===== src/rtl/bus_rr_interconnect.sv =====
// bus_rr_interconnect: round-robin arbitration of NrHosts single-outstanding hosts onto NrDevices devices,
// with decode-miss error responses; defining BUS_TIMEOUT_EN adds a device response timeout.
module bus_rr_interconnect #(
    parameter int NrHosts       = 3,
    parameter int NrDevices     = 7,
    parameter int DataWidth     = 32,
    parameter int AddressWidth  = 32,
    parameter int TimeoutCycles = 1023
) (
    input  logic                      clk_i,
    input  logic                      rst_i,
    input  logic [NrHosts-1:0]        host_req_i,
    output logic [NrHosts-1:0]        host_gnt_o,
    input  logic [AddressWidth-1:0]   host_addr_i [NrHosts],
    input  logic [NrHosts-1:0]        host_we_i,
    input  logic [DataWidth/8-1:0]    host_be_i [NrHosts],
    input  logic [DataWidth-1:0]      host_wdata_i [NrHosts],
    output logic [NrHosts-1:0]        host_rvalid_o,
    output logic [DataWidth-1:0]      host_rdata_o [NrHosts],
    output logic [NrHosts-1:0]        host_err_o,
    output logic [NrDevices-1:0]      device_req_o,
    output logic [AddressWidth-1:0]   device_addr_o [NrDevices],
    output logic [NrDevices-1:0]      device_we_o,
    output logic [DataWidth/8-1:0]    device_be_o [NrDevices],
    output logic [DataWidth-1:0]      device_wdata_o [NrDevices],
    input  logic [NrDevices-1:0]      device_rvalid_i,
    input  logic [DataWidth-1:0]      device_rdata_i [NrDevices],
    input  logic [NrDevices-1:0]      device_err_i,
    input  logic [AddressWidth-1:0]   cfg_device_addr_base [NrDevices],
    input  logic [AddressWidth-1:0]   cfg_device_addr_mask [NrDevices]
);
    localparam int HW = NrHosts > 1 ? $clog2(NrHosts) : 1;
    localparam int DW = NrDevices > 1 ? $clog2(NrDevices) : 1;

    typedef enum logic [1:0] {IDLE, WAIT, ERR} state_t;
    state_t state, state_next;
    logic [HW-1:0] last_grant, host_sel, gnt_idx, cand;
    logic [DW-1:0] dev_sel, dev_idx;
    logic gnt_any, hit, dev_rv, timeout, resp;

    // Scan from farthest to nearest so the nearest requester after last_grant wins.
    always_comb begin
        gnt_any = 1'b0;
        gnt_idx = last_grant;
        cand    = '0;
        for (int i = NrHosts; i >= 1; i--) begin
            cand = HW'((int'(last_grant) + i) % NrHosts);
            if (host_req_i[cand]) begin
                gnt_any = 1'b1;
                gnt_idx = cand;
            end
        end
        gnt_any = gnt_any && state == IDLE && !rst_i;
    end

    always_comb begin
        hit     = 1'b0;
        dev_idx = '0;
        for (int d = NrDevices - 1; d >= 0; d--) begin
            if ((host_addr_i[gnt_idx] & cfg_device_addr_mask[d]) == cfg_device_addr_base[d]) begin
                hit     = 1'b1;
                dev_idx = DW'(d);
            end
        end
    end

    assign dev_rv = state == WAIT && device_rvalid_i[dev_sel];
    assign resp   = state == ERR || dev_rv || timeout;

`ifdef BUS_TIMEOUT_EN
    localparam int CW = $clog2(TimeoutCycles + 1);
    logic [CW-1:0] cnt;

    always_ff @(posedge clk_i or posedge rst_i) begin
        if (rst_i) cnt <= '0;
        else       cnt <= state == WAIT ? cnt + 1'b1 : '0;
    end

    assign timeout = state == WAIT && cnt == CW'(TimeoutCycles);
`else
    // Timeout never fires; TimeoutCycles is only referenced so the parameter list stays uniform.
    assign timeout = TimeoutCycles < 0;
`endif

    always_comb begin
        host_gnt_o    = '0;
        host_rvalid_o = '0;
        host_err_o    = '0;
        device_req_o  = '0;
        device_we_o   = '0;
        for (int h = 0; h < NrHosts; h++) host_rdata_o[h] = '0;
        for (int d = 0; d < NrDevices; d++) begin
            device_addr_o[d]  = '0;
            device_be_o[d]    = '0;
            device_wdata_o[d] = '0;
        end
        if (gnt_any) begin
            host_gnt_o[gnt_idx] = 1'b1;
            if (hit) begin
                device_req_o[dev_idx]   = 1'b1;
                device_addr_o[dev_idx]  = host_addr_i[gnt_idx];
                device_we_o[dev_idx]    = host_we_i[gnt_idx];
                device_be_o[dev_idx]    = host_be_i[gnt_idx];
                device_wdata_o[dev_idx] = host_wdata_i[gnt_idx];
            end
        end
        if (resp) begin
            host_rvalid_o[host_sel] = 1'b1;
            host_err_o[host_sel]    = state == ERR || (dev_rv ? device_err_i[dev_sel] : timeout);
            host_rdata_o[host_sel]  = dev_rv ? device_rdata_i[dev_sel] : '0;
        end
    end

    always_comb begin
        state_next = state;
        if (state == IDLE && gnt_any) state_next = hit ? WAIT : ERR;
        else if (resp)                state_next = IDLE;
    end

    always_ff @(posedge clk_i or posedge rst_i) begin
        if (rst_i) begin
            state      <= IDLE;
            last_grant <= HW'(NrHosts - 1);
            host_sel   <= '0;
            dev_sel    <= '0;
        end else begin
            state <= state_next;
            if (gnt_any) begin
                last_grant <= gnt_idx;
                host_sel   <= gnt_idx;
                dev_sel    <= dev_idx;
            end
        end
    end
endmodule

===== config.mk =====
export PLATFORM = sky130hd
export DESIGN_NAME = bus_rr_interconnect
export DESIGN_NICKNAME = d
export VERILOG_FILES = /design/src/rtl/bus_rr_interconnect.sv
export SDC_FILE = /design/constraint.sdc
export NUM_CORES = 1
export LEC_CHECK = 0
export CAP_MARGIN = 30
export CORE_AREA = 5 5 575 577
export DETAILED_ROUTE_END_ITERATION = 16
export DIE_AREA = 0 0 580 582
export PLACE_DENSITY = 0.3
export SYNTH_ARGS = -nofsm -noshare
export SYNTH_HDL_FRONTEND = slang
export SYNTH_SLANG_ARGS = --single-unit

===== constraint.sdc =====
create_clock -name clk_i -period 10.7 [get_ports clk_i]
set_clock_uncertainty 0.1 [all_clocks]
set_input_delay 2.675 -clock clk_i [delete_from_list [all_inputs] [get_ports clk_i]]
set_output_delay 2.675 -clock clk_i [all_outputs]
set_load 0.02 [all_outputs]

==> flow_metrics.env <==
export IMPL_worst_ir_drop_vdd_mv=0.2223
export IMPL_grt_most_used_layer="met2"
export IMPL_synth_area_top_cells="nor2_1 (11%), nor3_1 (8.3%), nand2_1 (6.4%)"
export IMPL_synth_nets=3138
export IMPL_die_area_um2=337600
export IMPL_critical_path_cell_list="dlygate4sd2_1 -> mux2i_2 -> o22a_2 -> buf_4 -> clkbuf_16 -> o2111a_1 -> o32a_1 -> buf_12 -> or2_1 -> buf_12 -> buf_4 -> a21o_1 -> a211o_1 -> nor4_2 -> buf_4 -> and4_4 -> buf_4 -> nand2_2 -> buf_12 -> nor2_1 -> clkdlybuf4s50_1"
export IMPL_area_growth_synth_to_final_pct=190.3
export IMPL_postCtsHoldBufs=0
export IMPL_synth_warning_count=0
export IMPL_final_min_period_over_clock_period_pct=99.22
export IMPL_sum_of_net_half_perimeters_after_detailed_placement_um=272800
export IMPL_r2r_end="state[1]"
export IMPL_detail_route_wirelength_um=302900
export IMPL_synth_cell_area_um2=13430
export IMPL_pwr_density_cell_nw_per_um2=303.5
export IMPL_final_layout_size_suffix_gt1_share_pct=20.41
export IMPL_worst_path_clk_slew_ns=0.04
export IMPL_final_routed_drc_violation_total=0
export IMPL_hold_path_end="host_sel[1]"
export IMPL_cts_htree_levels=1
export IMPL_post_synth_top_area_cell="nor2_1"
export IMPL_regToRegSetupSlack_ns=4.33
export IMPL_slowest_delay_ns=0.65
export IMPL_critical_path_endpoint_type="primary output"
export IMPL_gpl_final_weighted_congestion=0.8912
export IMPL_synthTopCellsByCount="nor2_1 (387), nand2_1 (230), nor3_1 (223)"
export IMPL_placed_area_um2=38340
export IMPL_timing_final_setup_violations=0
export IMPL_static_leakage_power_nw=15.40
export IMPL_top_count_cell_post_synth="nor2_1"
export IMPL_design_power_total_mw=11.84
export IMPL_critical_path_peak_fanout=15
export IMPL_core_area_um2=325600
export IMPL_grt_util_met2_pct=31.87
export IMPL_ant_nets=0
export IMPL_grt_antenna_before_repair=177
export IMPL_synth_top_area_share_pct=10.82
export IMPL_io_pin_count=1493
export IMPL_final_hold_worst_slack_ns=0.4875
export IMPL_detailedRoute_firstIterationViolations=2187
export IMPL_final_cell_count_no_fill=8437
export IMPL_hold_violations=0
export IMPL_postSynth_asyncResetShare_pct=100.0
export IMPL_cts_num_sinks=8
export IMPL_grt_use_met3_pct=4.957
export IMPL_cp_startpoint_kind="primary input"
export IMPL_timing_rr_start="last_grant[1]"
export IMPL_max_slew_worst_pin_slew_ns=0.9452
export IMPL_grt_start_max_net_pins=86
export IMPL_buffer_ports_inserted=1492
export IMPL_min_delay_src="host_sel[1]"
export IMPL_critPathMostFrequentCell="buf_4"
export IMPL_run_status="completed"
export IMPL_clockRootBuffer="clkbuf_16"
export IMPL_floorplan_die_width_um=580
export IMPL_nets_finish=4915
export IMPL_detail_route_first_pass_iterations=6
export IMPL_yosys_cell_types_count=77
export IMPL_critical_path_required_ns=7.93
export IMPL_critPathKind="primary input to primary output"
export IMPL_per_cell_routed_wire_length_um=35.90
export IMPL_number_of_global_route_vias_before_repair=27950
export IMPL_chipHeight_um=582
export IMPL_cts_buffers_inserted=3
export IMPL_clk_latency_ns=0.23
export IMPL_slowest_stage="clkdlybuf4s50_1"
export IMPL_avg_inst_size_synth_um2=6.007
export IMPL_clock_path_buffers=2
export IMPL_timing_reg2reg_worst_path_depth=24
export IMPL_grtUsageTotal_pct=16.94
export IMPL_synth_cells=2236
export IMPL_initial_utilization_pct=4.126
export IMPL_whs_path_depth=2
export IMPL_synth_ff_type="dfrtp_1"
export IMPL_final_max_slew_viol_count=0
export IMPL_tritoncts="yes"
export IMPL_route_vias_total=27590
export IMPL_timing_slew_headroom_pct=36.99
export IMPL_cp_data_arrival_time_ns=7.84
export IMPL_synth_seq_area_share_pct=1.500
export IMPL_grt_overflow_total=0
export IMPL_drv_cap=0
export IMPL_layout_cell_area_non_filler_um2=39000
export IMPL_synth_ff_latch_count=8
export IMPL_fin_crit_ns=10.62
export IMPL_grt_pass1_wl_um=366500
export IMPL_core_rowCount=210
export IMPL_max_freq_ghz=0.09419
export IMPL_use_met1_pct=18.48
export IMPL_hold_removal_path_class="flop to flop"
export IMPL_synth_edff_count=0
export IMPL_placed_cells=8332
export IMPL_vias_per_cell=3.270
## layer usage
layer	routed length [um]	vias to the layer above
met3	23920	307
met5	503	-
met1	112300	13610
li1	-	11930
met4	9213	76
met2	156900	1664
## how the worst max path moves through the flow
stage	from	endpoint	slack, ns	cells past startpoint
4_1_cts	host_req_i[2]	device_addr_o[62]	0.0008	24
3_3_place_gp	host_req_i[2]	device_wdata_o[31]	-1.57	20
2_1_floorplan	host_req_i[2]	device_wdata_o[0]	1.54	16
6_report	host_req_i[0]	device_addr_o[215]	0.08	21
5_1_grt	host_req_i[0]	device_addr_o[2]	-0.04	25
3_5_place_dp	host_req_i[2]	device_addr_o[21]	-1.06	21
## cell type report
type | instances | area (um2)
Antenna cell | 79 | 197.7
Timing Repair Buffer | 1997 | 20310
Clock buffer | 4 | 78.83
Sequential cell | 8 | 212.7
Multi-Input combinational cell | 1941 | 12530
Tap cell | 4346 | 5438
Fill cell | 37830 | 286600
Inverter | 62 | 232.7
## per-stage QoR
step,util [%],TNS [ns],setup slack [ns]
3_5_place_dp,11.78,-342.97,-1.064
4_1_cts,11.80,0,0.0007683
2_1_floorplan,-,0,1.538
3_3_place_gp,11.73,-406.70,-1.568
6_report,11.98,0,0.08316
5_1_grt,11.95,-0.3121,-0.03732
## critical path: cells and delay by family
kind,cells,cell delay [ns]
AOI/OAI and AO/OA,5,1.48
and+or+nand+nor,5,1.20
buffers and inverters,10,2.28
muxes,1,0.13
## state kept, by name, indices dropped and copies added (netlist names)
| signal | flops |
|---|---|
| host_sel | 1 |
| state | 2 |
| dev_sel | 3 |
| last_grant | 2 |
## placed cells by master, fill, tap and decap left out, types with 25 or more instances in the layout
master and n:
a211o_1 38, a21boi_0 49, a21oi_1 69, and2_1 44, and3_1 66, and4_1 25
buf_12 147, buf_4 448, clkbuf_2 27, clkdlybuf4s15_1 36, clkdlybuf4s50_1 1065, diode_2 79
dlygate4sd2_1 178, dlymetal6s2s_1 58, inv_1 61, mux2i_1 76, mux4_2 34, nand2_1 225
nand3_1 49, nand3b_1 33, nand4_1 60, nor2_1 377, nor2b_1 25, nor3_1 216
o2111a_1 31, o21ai_0 117, xor2_1 29
## kinds of logic (layout without fill, tap and decap cells)
| family | count (synthesis) | after routing | synth area share, % |
|---|---|---|---|
| other | 0 | 79 | 0 |
| and+or+nand+nor | 1240 | 1240 | 45.03 |
| AOI/OAI and AO/OA | 537 | 537 | 29.05 |
| muxes | 111 | 111 | 11.44 |
| DFF | 8 | 8 | 1.500 |
| xor gates and xnor gates | 49 | 49 | 3.195 |
| adders and majority gates | 4 | 4 | 0.3726 |
| buffers and inverters | 287 | 2063 | 9.409 |
## where the power goes
group          switching, mW  total [mW]  internal, mW
Clock                 0.0159      0.0656        0.0498
Combinational           7.75        11.7          3.94
Sequential            0.0466      0.0876        0.0411
Total                   7.81        11.8          4.03
## what timing repair did
| item | CTS | global route |
|---|---|---|
| buffers inserted | 9 | 6 |
| resized for setup | 298 | 209 |
| endpoints found under the setup margin | 490 | 358 |
| pin swaps | 8 | 5 |
| cloned | 2 | 4 |
(Power assumes the default switching activity.)
